[src/rtl/i8080_pkg.sv]
// Shared definitions for the 8080-style fetch sequencer: register and
// register-pair select codes, opcode constants, machine-cycle states and
// the instruction classes produced by the opcode decoder.
package i8080_pkg;

    // 8-bit register codes as they appear in the opcode d/s fields.
    localparam logic [2:0] REG_B = 3'b000;
    localparam logic [2:0] REG_C = 3'b001;
    localparam logic [2:0] REG_D = 3'b010;
    localparam logic [2:0] REG_E = 3'b011;
    localparam logic [2:0] REG_H = 3'b100;
    localparam logic [2:0] REG_L = 3'b101;
    localparam logic [2:0] REG_M = 3'b110;
    localparam logic [2:0] REG_A = 3'b111;

    // 16-bit address-latch source codes.
    localparam logic [2:0] RP_BC = 3'b000;
    localparam logic [2:0] RP_DE = 3'b001;
    localparam logic [2:0] RP_HL = 3'b010;
    localparam logic [2:0] RP_SP = 3'b011;
    localparam logic [2:0] RP_PC = 3'b100;

    // Opcodes handled by the sequencer.
    localparam logic [7:0] OPC_NOP = 8'h00;
    localparam logic [7:0] OPC_HLT = 8'h76;
    localparam logic [7:0] OPC_JMP = 8'hC3;
    localparam logic [1:0] OPC_MOV_GROUP = 2'b01;
    localparam logic [1:0] OPC_MVI_GROUP = 2'b00;

    // Machine-cycle states of the sequencer.
    typedef enum logic [3:0] {
        ST_RESET  = 4'd0,
        ST_F_T1   = 4'd1,
        ST_F_T2   = 4'd2,
        ST_F_T3   = 4'd3,
        ST_DECODE = 4'd4,
        ST_OP_T1  = 4'd5,
        ST_OP_T2  = 4'd6,
        ST_OP_T3  = 4'd7,
        ST_WRITE  = 4'd8,
        ST_HALT   = 4'd9
    } state_e;

    // Instruction classes recognised by the decoder.
    typedef enum logic [2:0] {
        OP_NOP     = 3'd0,
        OP_HLT     = 3'd1,
        OP_MOV     = 3'd2,
        OP_MVI     = 3'd3,
        OP_JMP     = 3'd4,
        OP_ILLEGAL = 3'd5
    } op_class_e;

    // True when a register field refers to memory (M), which this
    // sequencer does not support as a MOV/MVI operand.
    function automatic logic is_mem_field(input logic [2:0] field);
        return field == REG_M;
    endfunction

endpackage

[src/rtl/fetch_sequencer_if.sv]
// Memory/register-file bus between the fetch sequencer and its datapath.
// The master side is the sequencer; the slave side is memory plus the
// register file that answer its strobes.
interface fetch_sequencer_if;

    logic        ready_i;
    logic [7:0]  data_i;
    logic        sync_o;
    logic        dbin_o;
    logic [2:0]  addr_sel_o;
    logic        pc_inc_o;
    logic        pc_load_o;
    logic [15:0] pc_addr_o;
    logic        reg_read_o;
    logic        reg_write_o;
    logic [2:0]  reg8_sel_o;
    logic        bus_drive_o;
    logic [7:0]  tmp_o;
    logic [7:0]  instr_o;
    logic        halted_o;
    logic        illegal_o;

    modport master (
        input  ready_i, data_i,
        output sync_o, dbin_o, addr_sel_o, pc_inc_o, pc_load_o, pc_addr_o,
               reg_read_o, reg_write_o, reg8_sel_o, bus_drive_o, tmp_o,
               instr_o, halted_o, illegal_o
    );

    modport slave (
        output ready_i, data_i,
        input  sync_o, dbin_o, addr_sel_o, pc_inc_o, pc_load_o, pc_addr_o,
               reg_read_o, reg_write_o, reg8_sel_o, bus_drive_o, tmp_o,
               instr_o, halted_o, illegal_o
    );

endinterface

[src/rtl/opcode_decode.sv]
// Purely combinational opcode classifier. Splits the instruction register
// into its destination (bits 5:3) and source (bits 2:0) fields and decides
// which of the supported instruction shapes it is.
module opcode_decode
    import i8080_pkg::*;
(
    input  logic [7:0] instr_i,
    output op_class_e  opclass_o,
    output logic [2:0] dst_o,
    output logic [2:0] src_o
);

    logic [2:0] dst;
    logic [2:0] src;

    assign dst   = instr_i[5:3];
    assign src   = instr_i[2:0];
    assign dst_o = dst;
    assign src_o = src;

    // Classify the opcode; HLT must be tested before the MOV group since
    // 0x76 sits inside it, and any M operand falls through to ILLEGAL.
    always_comb begin
        opclass_o = OP_ILLEGAL;
        if (instr_i == OPC_NOP) begin
            opclass_o = OP_NOP;
        end else if (instr_i == OPC_HLT) begin
            opclass_o = OP_HLT;
        end else if (instr_i == OPC_JMP) begin
            opclass_o = OP_JMP;
        end else if (instr_i[7:6] == OPC_MOV_GROUP &&
                     !is_mem_field(dst) && !is_mem_field(src)) begin
            opclass_o = OP_MOV;
        end else if (instr_i[7:6] == OPC_MVI_GROUP &&
                     is_mem_field(src) && !is_mem_field(dst)) begin
            opclass_o = OP_MVI;
        end
    end

endmodule

[src/rtl/fetch_sequencer.sv]
// Instruction fetch/execute sequencer for a small 8080 subset
// (NOP, HLT, MOV r,r, MVI r, JMP). Each machine cycle is split into
// T1/T2/T3 states; strobes are decoded from the current state and the
// instruction register only, so the bus value reaches nothing but the
// temp register, the instruction register and the jump target.
module fetch_sequencer
    import i8080_pkg::*;
(
    input  logic             clk50M_i,
    input  logic             rst_ni,
    fetch_sequencer_if.master bus
);

    state_e     state_q, state_d;
    logic [7:0] tmp_q, tmp_d;
    logic [7:0] instr_q, instr_d;
    logic       second_q, second_d;

    op_class_e  op_class;
    logic [2:0] dst_field;
    logic [2:0] src_field;

    logic        sync;
    logic        dbin;
    logic [2:0]  addr_sel;
    logic        pc_inc;
    logic        pc_load;
    logic [15:0] pc_addr;
    logic        reg_read;
    logic        reg_write;
    logic [2:0]  reg8_sel;
    logic        bus_drive;
    logic        halted;
    logic        illegal;

    opcode_decode u_decode (
        .instr_i   (instr_q),
        .opclass_o (op_class),
        .dst_o     (dst_field),
        .src_o     (src_field)
    );

    // State, temp, instruction and JMP second-byte flag registers; reset
    // drops everything so no half-finished write or load can survive it.
    always_ff @(posedge clk50M_i or negedge rst_ni) begin
        if (!rst_ni) begin
            state_q  <= ST_RESET;
            tmp_q    <= 8'h00;
            instr_q  <= 8'h00;
            second_q <= 1'b0;
        end else begin
            state_q  <= state_d;
            tmp_q    <= tmp_d;
            instr_q  <= instr_d;
            second_q <= second_d;
        end
    end

    // Next-state and strobe decode from the current state and instruction.
    always_comb begin
        state_d   = state_q;
        tmp_d     = tmp_q;
        instr_d   = instr_q;
        second_d  = second_q;
        sync      = 1'b0;
        dbin      = 1'b0;
        addr_sel  = 3'b000;
        pc_inc    = 1'b0;
        pc_load   = 1'b0;
        pc_addr   = 16'h0000;
        reg_read  = 1'b0;
        reg_write = 1'b0;
        reg8_sel  = 3'b000;
        bus_drive = 1'b0;
        halted    = 1'b0;
        illegal   = 1'b0;

        case (state_q)
            ST_RESET: begin
                second_d = 1'b0;
                state_d  = ST_F_T1;
            end

            ST_F_T1: begin
                sync     = 1'b1;
                addr_sel = RP_PC;
                state_d  = ST_F_T2;
            end

            ST_F_T2: begin
                dbin     = 1'b1;
                addr_sel = RP_PC;
                if (bus.ready_i) begin
                    state_d = ST_F_T3;
                end
            end

            ST_F_T3: begin
                dbin     = 1'b1;
                addr_sel = RP_PC;
                pc_inc   = 1'b1;
                instr_d  = bus.data_i;
                state_d  = ST_DECODE;
            end

            ST_DECODE: begin
                case (op_class)
                    OP_NOP: begin
                        state_d = ST_F_T1;
                    end
                    OP_HLT: begin
                        state_d = ST_HALT;
                    end
                    OP_MOV: begin
                        reg_read = 1'b1;
                        reg8_sel = src_field;
                        tmp_d    = bus.data_i;
                        state_d  = ST_WRITE;
                    end
                    OP_MVI, OP_JMP: begin
                        second_d = 1'b0;
                        state_d  = ST_OP_T1;
                    end
                    default: begin
                        illegal = 1'b1;
                        state_d = ST_F_T1;
                    end
                endcase
            end

            ST_OP_T1: begin
                sync     = 1'b1;
                addr_sel = RP_PC;
                state_d  = ST_OP_T2;
            end

            ST_OP_T2: begin
                dbin     = 1'b1;
                addr_sel = RP_PC;
                if (bus.ready_i) begin
                    state_d = ST_OP_T3;
                end
            end

            ST_OP_T3: begin
                dbin     = 1'b1;
                addr_sel = RP_PC;
                tmp_d    = bus.data_i;
                if (op_class == OP_JMP) begin
                    if (second_q) begin
                        pc_load  = 1'b1;
                        pc_addr  = {bus.data_i, tmp_q};
                        second_d = 1'b0;
                        state_d  = ST_F_T1;
                    end else begin
                        pc_inc   = 1'b1;
                        second_d = 1'b1;
                        state_d  = ST_OP_T1;
                    end
                end else begin
                    pc_inc  = 1'b1;
                    state_d = ST_WRITE;
                end
            end

            ST_WRITE: begin
                bus_drive = 1'b1;
                reg_write = 1'b1;
                reg8_sel  = dst_field;
                state_d   = ST_F_T1;
            end

            ST_HALT: begin
                halted  = 1'b1;
                state_d = ST_HALT;
            end

            default: begin
                state_d = ST_RESET;
            end
        endcase
    end

    assign bus.sync_o      = sync;
    assign bus.dbin_o      = dbin;
    assign bus.addr_sel_o  = addr_sel;
    assign bus.pc_inc_o    = pc_inc;
    assign bus.pc_load_o   = pc_load;
    assign bus.pc_addr_o   = pc_addr;
    assign bus.reg_read_o  = reg_read;
    assign bus.reg_write_o = reg_write;
    assign bus.reg8_sel_o  = reg8_sel;
    assign bus.bus_drive_o = bus_drive;
    assign bus.tmp_o       = tmp_q;
    assign bus.instr_o     = instr_q;
    assign bus.halted_o    = halted;
    assign bus.illegal_o   = illegal;

endmodule

[src/flat_wrapper.sv]
// flat-port wrapper written by rule: the top's interface ports become plain ports
module fetch_sequencer_flat import i8080_pkg::*;
  (clk50M_i, rst_ni, bus_ready_i, bus_data_i, bus_sync_o, bus_dbin_o, bus_addr_sel_o, bus_pc_inc_o, bus_pc_load_o, bus_pc_addr_o, bus_reg_read_o, bus_reg_write_o, bus_reg8_sel_o, bus_bus_drive_o, bus_tmp_o, bus_instr_o, bus_halted_o, bus_illegal_o);
  fetch_sequencer_if bus_i ();
  input  logic clk50M_i;
  input  logic rst_ni;
  input wire logic [$bits(bus_i.ready_i)-1:0] bus_ready_i;
  input wire logic [$bits(bus_i.data_i)-1:0] bus_data_i;
  output wire logic [$bits(bus_i.sync_o)-1:0] bus_sync_o;
  output wire logic [$bits(bus_i.dbin_o)-1:0] bus_dbin_o;
  output wire logic [$bits(bus_i.addr_sel_o)-1:0] bus_addr_sel_o;
  output wire logic [$bits(bus_i.pc_inc_o)-1:0] bus_pc_inc_o;
  output wire logic [$bits(bus_i.pc_load_o)-1:0] bus_pc_load_o;
  output wire logic [$bits(bus_i.pc_addr_o)-1:0] bus_pc_addr_o;
  output wire logic [$bits(bus_i.reg_read_o)-1:0] bus_reg_read_o;
  output wire logic [$bits(bus_i.reg_write_o)-1:0] bus_reg_write_o;
  output wire logic [$bits(bus_i.reg8_sel_o)-1:0] bus_reg8_sel_o;
  output wire logic [$bits(bus_i.bus_drive_o)-1:0] bus_bus_drive_o;
  output wire logic [$bits(bus_i.tmp_o)-1:0] bus_tmp_o;
  output wire logic [$bits(bus_i.instr_o)-1:0] bus_instr_o;
  output wire logic [$bits(bus_i.halted_o)-1:0] bus_halted_o;
  output wire logic [$bits(bus_i.illegal_o)-1:0] bus_illegal_o;
  assign bus_i.ready_i = bus_ready_i;
  assign bus_i.data_i = bus_data_i;
  assign bus_sync_o = bus_i.sync_o;
  assign bus_dbin_o = bus_i.dbin_o;
  assign bus_addr_sel_o = bus_i.addr_sel_o;
  assign bus_pc_inc_o = bus_i.pc_inc_o;
  assign bus_pc_load_o = bus_i.pc_load_o;
  assign bus_pc_addr_o = bus_i.pc_addr_o;
  assign bus_reg_read_o = bus_i.reg_read_o;
  assign bus_reg_write_o = bus_i.reg_write_o;
  assign bus_reg8_sel_o = bus_i.reg8_sel_o;
  assign bus_bus_drive_o = bus_i.bus_drive_o;
  assign bus_tmp_o = bus_i.tmp_o;
  assign bus_instr_o = bus_i.instr_o;
  assign bus_halted_o = bus_i.halted_o;
  assign bus_illegal_o = bus_i.illegal_o;
  fetch_sequencer u_core (.clk50M_i(clk50M_i), .rst_ni(rst_ni), .bus(bus_i));
endmodule
[config.mk]
export PLATFORM = sky130hd
export DESIGN_NAME = fetch_sequencer_flat
export DESIGN_NICKNAME = d
export VERILOG_FILES = /design/src/rtl/i8080_pkg.sv /design/src/rtl/fetch_sequencer_if.sv /design/src/rtl/opcode_decode.sv /design/src/rtl/fetch_sequencer.sv /design/src/flat_wrapper.sv
export SDC_FILE = /design/constraint.sdc
export NUM_CORES = 1
export LEC_CHECK = 0
export ABC_CLOCK_PERIOD_IN_PS = 1800
export BUFFER_PORTS_ARGS = -buffer_cell sky130_fd_sc_hd__buf_2
export CORE_MARGIN = 2
export CORE_UTILIZATION = 42
export CTS_CLUSTER_SIZE = 20
export DETAILED_ROUTE_END_ITERATION = 16
export PLACE_DENSITY_LB_ADDON = 0.15
export SETUP_SLACK_MARGIN = 0.5
export SLEW_MARGIN = 15
export SYNTH_ARGS = -nofsm -noshare
export SYNTH_HDL_FRONTEND = slang
export SYNTH_SLANG_ARGS = --single-unit
[constraint.sdc]
create_clock -name clk50M_i -period 1.8 [get_ports clk50M_i]
set_input_delay 0 -clock clk50M_i [delete_from_list [all_inputs] [get_ports clk50M_i]]
set_output_delay 0 -clock clk50M_i [all_outputs]
set_load 0.1 [all_outputs]
## Word-level counts from Yosys, hierarchy flattened

Cells that the tools add are included.

| storage, ports and cells | value |
|---|---|
| output and inout port bits | 47 |
| word-level logic and storage cells | 84 |
| input bits | 11 |
| register bits after elaboration | 21 |

| operators by class | value |
|---|---|
| equality and inequality tests | 23 |
| mux-type cells | 36 |
| reduce and logical (&&, ||, !) cells | 21 |

Operators with widths:

| kind | number |
|---|---|
| 16-bit two-way mux | 3 |
| 4-bit one-hot mux with 9 select lines | 1 |
| 3-bit two-way mux | 8 |
| 4-bit by 3-bit equality test with 1-bit output, second input constant | 4 |
| 8-bit one-hot mux with 2 select lines | 1 |
| 1-bit two-way mux | 15 |
| 4-bit two-way mux | 3 |
| 4-bit one-hot mux with 3 select lines | 1 |
| 3-bit equality test, second input constant | 3 |
| 4-bit by 2-bit equality test with 1-bit output, second input constant | 2 |
| 4-bit equality test, second input constant | 2 |
| 8-bit by 7-bit equality test with 1-bit output, second input constant | 1 |
| 8-bit equality test, second input constant | 1 |
| 8-bit logical NOT | 1 |
| 8-bit two-way mux | 1 |
| 3-bit by 2-bit equality test with 1-bit output, second input constant | 2 |
| 2-bit by 1-bit inequality test with 1-bit output, second input constant | 3 |
| 3-bit one-hot mux with 2 select lines | 1 |
| 2-bit OR reduction | 3 |
| 6-bit OR reduction | 1 |
| 5-bit OR reduction | 1 |
| 4-bit by 1-bit equality test with 1-bit output, second input constant | 1 |
| 1-bit logical AND | 4 |
| 4-bit logical NOT | 1 |
| other kinds (13) | 16 |

## Depth between registers and ports, before layout

Gate-level depths: netlist (run 1).

| depth | value |
|---|---|
| depth in word-level cells | 12 |
| depth in mapped cells | 6 |
| gate-level depth less buffers | 4 |

## By module

A second synthesis (run 1) with hierarchy kept.

| second synthesis, totals | value |
|---|---|
| cells, all modules | 149 |
| area, all modules | 1472.7 µm² |

By module, submodules not included:

| module | cells each | area each (µm²) | times used | seq. area each (µm²) |
|---|---|---|---|---|
| fetch_sequencer | 127 | 1311.3 | 1 | 525.5 |
| opcode_decode | 22 | 161.4 | 1 | 0.0 |

## Worst setup path before layout (run 1)

OpenSTA, ideal clock, no wires.

| timing | value |
|---|---|
| path kind | register -> output |
| start | register u_core.state_q[1] |
| end | output port bus_reg8_sel_o[0] |
| required time | 1800 ps |
| slack | -3426 ps |
| cell stages (with the launch flop) | 4 |
| arrival time | 5226 ps |
| cells stage by stage | dfrtp_1 -> clkbuf_1 -> nor4b_1 -> a22o_1 |

| between the ends | value |
|---|---|
| longest elaborated chain between the ends | 2 |

RTL lines:

| element | RTL line | text |
|---|---|---|
| start: declaration | fetch_sequencer.sv:14 | `state_e state_q, state_d;` |
| start signal: assignment | fetch_sequencer.sv:52 | `state_q <= state_d;` |
| 4-bit equality test or 4-bit by 3-bit equality test with 1-bit output (tied branches) | fetch_sequencer.sv:78 | `case (state_q)` |
| 3-bit one-hot mux with 2 select lines (*) | fetch_sequencer.sv:78 |  |
| end: declaration | flat_wrapper.sv:17 | `output wire logic [$bits(bus_i.reg8_sel_o)-1:0] bus_reg8_sel_o;` |

Every way passes the cells marked *; elsewhere a longest branch is shown, timed or not.

## Worst setup path after layout (run 1)

| timing | value |
|---|---|
| start | register u_core.instr_q[3], in the netlist u_core.bus.instr_o[3] |
| end | output port bus_pc_addr_o[0] |

| between the ends | value |
|---|---|
| longest elaborated chain between the ends | 11 |

RTL lines:

| element | RTL line | text |
|---|---|---|
| start: declaration | fetch_sequencer.sv:16 | `logic [7:0] instr_q, instr_d;` |
| start signal: assignment | fetch_sequencer.sv:54 | `instr_q <= instr_d;` |
| 3-bit equality test | i8080_pkg.sv:57 | `return field == REG_M;` |
| 1-bit logical NOT | opcode_decode.sv:32, opcode_decode.sv:35 |  |
| 1-bit logical AND, on equally long branches | opcode_decode.sv:35, opcode_decode.sv:31 |  |
| 3-bit two-way mux or 1-bit logical AND (tied branches) | opcode_decode.sv:34, opcode_decode.sv:32 |  |
| 3-bit two-way mux | opcode_decode.sv:31 | `end else if (instr_i[7:6] == OPC_MOV_GROUP &&` |
| 3-bit two-way mux | opcode_decode.sv:29 | `end else if (instr_i == OPC_JMP) begin` |
| 3-bit two-way mux | opcode_decode.sv:27 | `end else if (instr_i == OPC_HLT) begin` |
| 3-bit two-way mux (*) | opcode_decode.sv:25 | `if (instr_i == OPC_NOP) begin` |
| 3-bit equality test (*) | fetch_sequencer.sv:149 | `if (op_class == OP_JMP) begin` |
| 16-bit two-way mux (*) | fetch_sequencer.sv:149 |  |
| 16-bit two-way mux (*) | fetch_sequencer.sv:78 |  |
| end: declaration | flat_wrapper.sv:14 | `output wire logic [$bits(bus_i.pc_addr_o)-1:0] bus_pc_addr_o;` |

Marked as above.

==> metrics.log, run 1 <==
INFO  metric setup_slack = -463.6 ps
INFO  metric firstDrtPassIters = 13
INFO  metric fin_nets = 229
INFO  metric floorplan.initialDensity = 0.4518
INFO  metric via_count = roughly 1.6k
INFO  metric setup.worst_path.start_class = flop
INFO  metric path_delay_family = simple AND/OR/NAND/NOR gates
INFO  metric final-hold-violation-count = 0
INFO  metric die_width = 58.94 um
INFO  metric finalWorstPathRequiredPeriod = 2264 ps
INFO  metric avgRoutedWirePerCell = about 28 um
INFO  metric failing_checks = DRC, setup timing
INFO  metric finalCritPeriodShare = 1.258
INFO  metric cts.path.max_buffers = 2
INFO  metric maxSlewViolCount = 0
INFO  metric drt_wl_total = 6959 um
INFO  metric post_route_cells_drive_above_1_share = 0.7373
INFO  metric synth.avg_cell_area = 10.47 um^2
INFO  metric post-dp-hpwl = 2860 um
INFO  metric slew_of_the_pin_with_the_lowest_slew_margin = 529.9 ps
INFO  metric flow.area_growth_from_synthesis = 111.9%
INFO  metric ff_latch_count_synth = 21
INFO  metric critical_path_buf_inv_count = 2
INFO  metric crit_arrival = 2260 ps
INFO  metric htree_num_levels = 1
INFO  metric final.hold.worst_slack = about 100 ps
INFO  metric clock-root-buffer = sky130_fd_sc_hd__clkbuf_4
INFO  metric max-cap-violations = 0
INFO  metric grt_pass1_wl = 8231 um
INFO  metric rows = 19
INFO  metric holdCritPathClass = in2reg
INFO  metric core = 2805 um^2
INFO  metric most-common-layout-cells = sky130_fd_sc_hd__buf_12, sky130_fd_sc_hd__buf_2, sky130_fd_sc_hd__buf_4
INFO  metric outcome = complete, but fails checks
INFO  metric worst_setup_path_end_kind = output port
INFO  metric worstPathMaxFanout = 6
INFO  metric design.die.area = between 3000 and 4000 um^2
INFO  metric die_h = 58.94 um
INFO  metric clkLatencyLatePin = 340 ps
INFO  metric syn_area = 1267 um^2
INFO  metric critical-path-slowest-cell = sky130_fd_sc_hd__or4_4
INFO  metric worst_slew_margin_rel = 0.6491
INFO  metric track_usage = 0.3229
INFO  metric drt_drc_violations_left = 3
INFO  metric cts_tree = done
INFO  metric cp_cell_instances = or4_4, nor2_4, and3_4, buf_6, and2_4, buf_12
INFO  metric drtAntennaViolNets = 0
INFO  metric place.gp.congestion = 0.8069
INFO  metric synth_warnings = 0
INFO  metric yosys-top-cells-area = sky130_fd_sc_hd__dfrtp_1, sky130_fd_sc_hd__mux2_2, sky130_fd_sc_hd__and2_1
INFO  metric syn-instance-count = between 100 and 150
INFO  metric path_class = reg2out
INFO  metric grt_pass1_vias = 1,521
INFO  metric port-buffer-count = 55
INFO  metric ios = between 50 and 60
INFO  metric fin_worst_skew = 7.636 ps
INFO  metric grt_start_max_net_pins = 22
INFO  metric antenna-diode-count = 0
INFO  metric cp_slowest_stage_delay = 590 ps
INFO  metric cts.reportedPaths.clkPinSlew = roughly 150 ps
INFO  metric average_via_count_per_standard_cell = 6.423
INFO  metric grt_overflow_total = 0
INFO  metric worstPathRequired = 1800 ps
INFO  metric synth_sequential_area_ratio = 0.4146
INFO  metric synth_top_area_cell = sky130_fd_sc_hd__dfrtp_1
INFO  metric maxClockFrequency = 441.8 MHz
INFO  metric final_common_cell = sky130_fd_sc_hd__buf_12
INFO  metric number_of_antenna_violations_at_the_first_check_in_global_routing = 0
INFO  metric clock-sinks = 21
INFO  metric synthDominantCellAreaShare = 0.4146
INFO  metric yosys.cell_types.count = 41
INFO  metric drt_iter0_drc = 150
INFO  metric setup_viol = 46
INFO  metric cts_made_buffers = 3
INFO  metric grt_setup_unrepaired = yes
==> Yosys cell counts <==
cell type,count
sky130_fd_sc_hd__a211o_1,1
sky130_fd_sc_hd__a211oi_1,1
sky130_fd_sc_hd__a21o_1,1
sky130_fd_sc_hd__a21oi_1,3
sky130_fd_sc_hd__a222oi_1,1
sky130_fd_sc_hd__a22o_1,3
sky130_fd_sc_hd__a31o_2,1
sky130_fd_sc_hd__a31oi_1,1
sky130_fd_sc_hd__a32oi_1,1
sky130_fd_sc_hd__and2_1,16
sky130_fd_sc_hd__and3_1,1
sky130_fd_sc_hd__and3b_1,2
sky130_fd_sc_hd__and4b_1,1
sky130_fd_sc_hd__buf_1,1
sky130_fd_sc_hd__buf_2,2
sky130_fd_sc_hd__buf_4,3
sky130_fd_sc_hd__clkbuf_1,5
sky130_fd_sc_hd__conb_1,1
sky130_fd_sc_hd__dfrtp_1,21
sky130_fd_sc_hd__mux2_2,16
sky130_fd_sc_hd__mux2i_1,1
sky130_fd_sc_hd__nand2_1,3
sky130_fd_sc_hd__nand2b_1,3
sky130_fd_sc_hd__nand3b_1,1
sky130_fd_sc_hd__nand4_1,1
sky130_fd_sc_hd__nand4b_1,1
sky130_fd_sc_hd__nor2_1,8
sky130_fd_sc_hd__nor2_2,1
sky130_fd_sc_hd__nor2b_1,1
sky130_fd_sc_hd__nor3_1,3
sky130_fd_sc_hd__nor4b_1,2
sky130_fd_sc_hd__nor4b_4,1
sky130_fd_sc_hd__nor4bb_1,1
sky130_fd_sc_hd__o21ai_0,1
sky130_fd_sc_hd__o21bai_1,2
sky130_fd_sc_hd__o221ai_1,1
sky130_fd_sc_hd__o31ai_1,1
sky130_fd_sc_hd__or3_1,1
sky130_fd_sc_hd__or4_1,1
sky130_fd_sc_hd__or4b_4,1
sky130_fd_sc_hd__xnor2_1,4
==> cell families after synthesis <==
family / after synthesis / synth area share
XOR/XNOR: 4 / 0.02764
AND/OR/NAND/NOR: 49 / 0.2547
flip-flops: 21 / 0.4146
multiplexers: 17 / 0.1500
AO/OA/AOI/OAI: 18 / 0.1066
other: 1 / 0.002959
buffers and inverters: 11 / 0.04343
==> repair_timing <==
action | in CTS | in global routing
endpoints found under the hold margin | 37 | 0
setup endpoints to repair | 50 | 51
buffers inserted | 11 | 8
hold buffers | 9 | 0
cloned | 1 | 0
pin swaps | 15 | 8
resized for setup | 45 | 18
==> through the flow <==
| step | util | std cells | cell area (um^2) | setup TNS (ps) | worst slack [ps] |
|---|---|---|---|---|---|
| 2_1_floorplan | - | 122 | 1429 | -25710 | -1128 |
| 3_3_place_gp | 0.7712 | 215 | 2163 | -323.3 | -28.56 |
| 3_5_place_dp | 0.7712 | 215 | 2163 | -952.0 | -75.01 |
| 4_1_cts | 0.9068 | 240 | 2544 | -8302 | -357.6 |
| 5_1_grt | 0.9576 | 248 | 2686 | -15230 | -458.6 |
| 6_report | 0.9576 | 248 | 2686 | -15080 | -463.6 |
==> final timing paths <==
kind,start,endpoint,slack [ps],cells after the start
max in group asynchronous,rst_ni,u_core.bus.instr_o[3]$_DFFE_PN0P_,1260,2
hold reg to reg,u_core.bus.tmp_o[1]$_DFFE_PN0P_,u_core.bus.tmp_o[1]$_DFFE_PN0P_,580,1
setup / recovery,u_core.bus.instr_o[3]$_DFFE_PN0P_,bus_pc_addr_o[0],-460,6
min in group asynchronous,rst_ni,u_core.bus.instr_o[0]$_DFFE_PN0P_,150,2
hold / removal,bus_ready_i,u_core.state_q[0]$_DFFE_PN0P_,100,3
setup reg to reg,u_core.state_q[1]$_DFFE_PN0P_,u_core.bus.tmp_o[0]$_DFFE_PN0P_,-330,7
==> layout make-up <==
class	count	area, um^2
timing repair buffer	102	1179
multi-input combinational	90	895.9
sequential	21	545.5
clock buffer	3	22.52
clock inverter	1	5.005
fill	59	118.9
tap	31	38.79
==> sequential cells by signal, summed over array words and instances (netlist names) <==
register and cells:
u_core.state_q 4, u_core.second_q 1, u_core.bus.instr_o 8, u_core.bus.tmp_o 8
==> layer usage <==
layer,part of all wire,wire (um),GRT usage,up-vias
met4,0.054,378,0.1526,0
li1,-,-,-,620
met5,0,0,0,-
met3,0.11,792,0.04396,40
met2,0.49,3421,0.5429,176
met1,0.34,2366,0.4087,757
==> worst register-to-register path, cell delays in order (launching register included) <==
cell,delay [ps]
sky130_fd_sc_hd__dfrtp_1,440
sky130_fd_sc_hd__or4b_4,550
sky130_fd_sc_hd__nor4b_4,340
sky130_fd_sc_hd__buf_4,160
sky130_fd_sc_hd__buf_4,100
sky130_fd_sc_hd__nor2_2,40
sky130_fd_sc_hd__buf_6,140
sky130_fd_sc_hd__mux2_2,270
Power of run 1 is left out: the tool's default activity adds up to more than one toggle a clock period on the data nets, which glitch-free logic cannot reach.
==> run 2: changes to the inputs <==
--- a/config.mk
+++ b/config.mk
@@ -12,5 +12,5 @@
 export CTS_CLUSTER_SIZE = 20
 export DETAILED_ROUTE_END_ITERATION = 16
-export PLACE_DENSITY_LB_ADDON = 0.15
+export PLACE_DENSITY = 0.76
 export SETUP_SLACK_MARGIN = 0.5
 export SLEW_MARGIN = 15
==> constraint.sdc (replaced) <==
create_clock -name clk50M_i -period 1.8 [get_ports clk50M_i]
set_input_delay 0 -clock clk50M_i [delete_from_list [all_inputs] [get_ports clk50M_i]]
set_output_delay 0 -clock clk50M_i [all_outputs]
set_load 0.01 [all_outputs]
==> run 2 against run 1 <==
  * The run still ends with DRC, setup timing left
  * Final cell count is 5.6% lower
  * Clock-buffer cell count is 1 higher
  * Maximum frequency is 13% higher
  * Worst setup slack better by 260 ps
==> metrics.log, run 2 (synthesized netlist as in run 1, its figures left out) <==
INFO  metric outcome = complete, but fails checks
INFO  metric failing_checks = DRC, setup timing
INFO  metric clock-root-buffer = sky130_fd_sc_hd__clkbuf_4
INFO  metric finalWorstPathRequiredPeriod = 2005 ps (-258.3 ps)
INFO  metric final.hold.worst_slack = 66.23 ps (-32.97 ps)
INFO  metric path_class = reg2out
INFO  metric holdPathEnd = u_core.state_q[0]$_DFFE_PN0P_
INFO  metric path_delay_family = simple AND/OR/NAND/NOR gates
INFO  metric drt_iter0_drc = 48 (-68%)
INFO  metric setup.worst_path.start_class = flop
INFO  metric placed_cells = 209 (-2.8%)
INFO  metric worstPathMaxFanout = 17 (+11)
INFO  metric clkLatencyLatePin = 310 ps (-30 ps)
INFO  metric post_layout_nonfiller_instances = 234 (-5.6%)
INFO  metric grt_start_max_net_pins = 22 (unchanged)
INFO  metric port-buffer-count = 55 (unchanged)
INFO  metric p_sw = between 1 and 1.5 mW
INFO  metric fin_nets = 215 (-6.1%)
INFO  metric most-common-layout-cells = sky130_fd_sc_hd__buf_2, sky130_fd_sc_hd__buf_6, sky130_fd_sc_hd__dfrtp_1
INFO  metric place_ws = -7.496 ps (+67.52 ps)
INFO  metric worst_hold_path.num_cells = 3 (unchanged)
INFO  metric p_clk_frac = 0.072
INFO  metric p_leak = 1.044 nW
INFO  metric htree_num_levels = 1 (unchanged)
INFO  metric track_usage = 0.2274 (-0.09548)
INFO  metric holdCritPathClass = in2reg
INFO  metric cts_tree = done
INFO  metric maxSlewViolCount = 0 (unchanged)
INFO  metric number_of_antenna_violations_at_the_first_check_in_global_routing = 0 (unchanged)
INFO  metric fin_worst_skew = 3.426 ps (-4.211 ps)
INFO  metric cp.depth = 6 (unchanged)
INFO  metric final_setup_tns = -4231 ps (+10,850 ps)
INFO  metric rows = 19 (unchanged)
INFO  metric drt_drc_violations_left = 1 (-2)
INFO  metric grt_setup_unrepaired = yes
INFO  metric finalPower = 3.296 mW
INFO  metric via_count = 1,289 (-19%)
INFO  metric max-cap-violations = 0 (unchanged)
INFO  metric die_width = 58.94 um (unchanged)
INFO  metric worst_setup_path_end_kind = output port
INFO  metric grt_overflow_total = 0 (unchanged)
INFO  metric switching_portion_of_total_power = 0.4063
INFO  metric post-dp-hpwl = 2407 um (-16%)
INFO  metric average_via_count_per_standard_cell = 5.509 (-14%)
INFO  metric antenna-diode-count = 0 (unchanged)
INFO  metric setup_viol = 33 (-28%)
INFO  metric final_common_cell = sky130_fd_sc_hd__buf_2
INFO  metric cp_cell_instances = or4_4, nor2_4, and3_4, buf_12, and2_4, buf_6
INFO  metric die_h = 58.94 um (unchanged)
INFO  metric post_route_cells_drive_above_1_share = 0.6453 (-0.09201)
INFO  metric final-hold-violation-count = 0 (unchanged)
INFO  metric cellPowerDensity = 1511 nW/um^2
INFO  metric avgRoutedWirePerCell = 17.00 um (-39%)
INFO  metric hold_path.startpoint = bus_ready_i
INFO  metric timing.rr.end = u_core.bus.tmp_o[5]$_DFFE_PN0P_
INFO  metric timing.reg2reg.worst_path_depth = 5 (-2)
INFO  metric reg2reg_slack = -60 ps (+270 ps)
INFO  metric intPower = between 1.5 and 2 mW
INFO  metric crit_arrival = 2010 ps (-250 ps)
INFO  metric firstDrtPassIters = 10 (-3)
INFO  metric setup_slack = -205.3 ps (+258.3 ps)
INFO  metric comb_power_share = 0.652
INFO  metric crit-reg2reg-launch = u_core.state_q[1]$_DFFE_PN0P_
INFO  metric critical-path-slowest-cell = sky130_fd_sc_hd__or4_4
INFO  metric seq_power_share = 0.276
INFO  metric worstPathRequired = 1800 ps (about the same)
INFO  metric critical_path_buf_inv_count = 2 (unchanged)
INFO  metric core = 2805 um^2 (unchanged)
INFO  metric finalCritPeriodShare = 1.114 (-0.1435)
INFO  metric ios = 58 (unchanged)
INFO  metric ir_worst_vdd = 1.255 mV
INFO  metric clock-sinks = 21 (unchanged)
INFO  metric drtAntennaViolNets = 0 (unchanged)
INFO  metric flow.area_growth_from_synthesis = 72.16%
INFO  metric floorplan.initialDensity = 0.4518 (unchanged)
INFO  metric cts.reportedPaths.clkPinSlew = 120 ps (-30 ps)
INFO  metric grt_pass1_vias = 1,223 (-20%)
INFO  metric design.die.area = 3473 um^2 (unchanged)
INFO  metric cts_made_buffers = 3 (unchanged)
INFO  metric cts.path.max_buffers = 2 (unchanged)
INFO  metric maxClockFrequency = 498.7 MHz (+13%)
INFO  metric drt_wl_total = 3978 um (-43%)
INFO  metric place.gp.congestion = 0.8556 (+6.0%)
INFO  metric cp_slowest_stage_delay = 560 ps (-30 ps)
INFO  metric grt_pass1_wl = 5968 um (-27%)
-- run 2: how the worst max path moves through the flow --
stage,start,to
6_report,u_core.bus.instr_o[4]$_DFFE_PN0P_,bus_pc_addr_o[13]
5_1_grt,u_core.bus.instr_o[4]$_DFFE_PN0P_,bus_pc_addr_o[13]
3_3_place_gp,u_core.state_q[3]$_DFFE_PN0P_,u_core.bus.tmp_o[1]$_DFFE_PN0P_
2_1_floorplan,u_core.state_q[3]$_DFFE_PN0P_,u_core.bus.tmp_o[0]$_DFFE_PN0P_
3_5_place_dp,u_core.state_q[3]$_DFFE_PN0P_,u_core.bus.tmp_o[7]$_DFFE_PN0P_
4_1_cts,u_core.state_q[1]$_DFFE_PN0P_,bus_reg8_sel_o[0]
-- run 2: power by group through the flow --
stage	Clock [mW]	Combinational [mW]	Sequential (mW)
final	0.236	2.15	0.911
after global routing	0.259	2.30	0.943
after CTS	0.236	1.78	0.900
after detailed placement	0	1.64	0.909
after global placement	0	1.59	0.899
after floorplan	0	0.935	1.00
-- run 2: repair_timing --
item	in CTS	in global routing
endpoints found under the hold margin	37	0
setup buffers	7	5
hold buffers	9	0
setup endpoints to repair	46	48
pin swaps	11	10
resized for setup	23	27
-- run 2: metrics by stage --
step           utilization  cell area [um^2]
6_report            0.7779              2182
3_3_place_gp        0.6093              1709
4_1_cts             0.7221              2026
5_1_grt             0.7779              2182
2_1_floorplan            -              1361
3_5_place_dp        0.6093              1709
-- run 2: area by class of cell --
type | instances | area, um^2
Multi-Input combinational cell | 90 | 852.1
Clock buffer | 4 | 26.28
Timing Repair Buffer | 88 | 739.5
Fill cell | 175 | 623.1
Tap cell | 31 | 38.79
Sequential cell | 21 | 525.5
-- run 2: worst register-to-register path, stage by stage, from the launching register on --
cell,delay (ps)
sky130_fd_sc_hd__dfrtp_1,410
sky130_fd_sc_hd__or4b_4,560
sky130_fd_sc_hd__nor4b_4,250
sky130_fd_sc_hd__buf_4,170
sky130_fd_sc_hd__nor2_4,60
sky130_fd_sc_hd__mux2_4,310
-- run 2: per-layer routing --
metal	track usage	wire length, um	vias up
met3	0.03516	158	13
met5	0	0	-
met4	0.07468	134	0
met2	0.3778	2005	43
li1	-	-	597
met1	0.3034	1680	636
(Power assumes the default switching activity.)
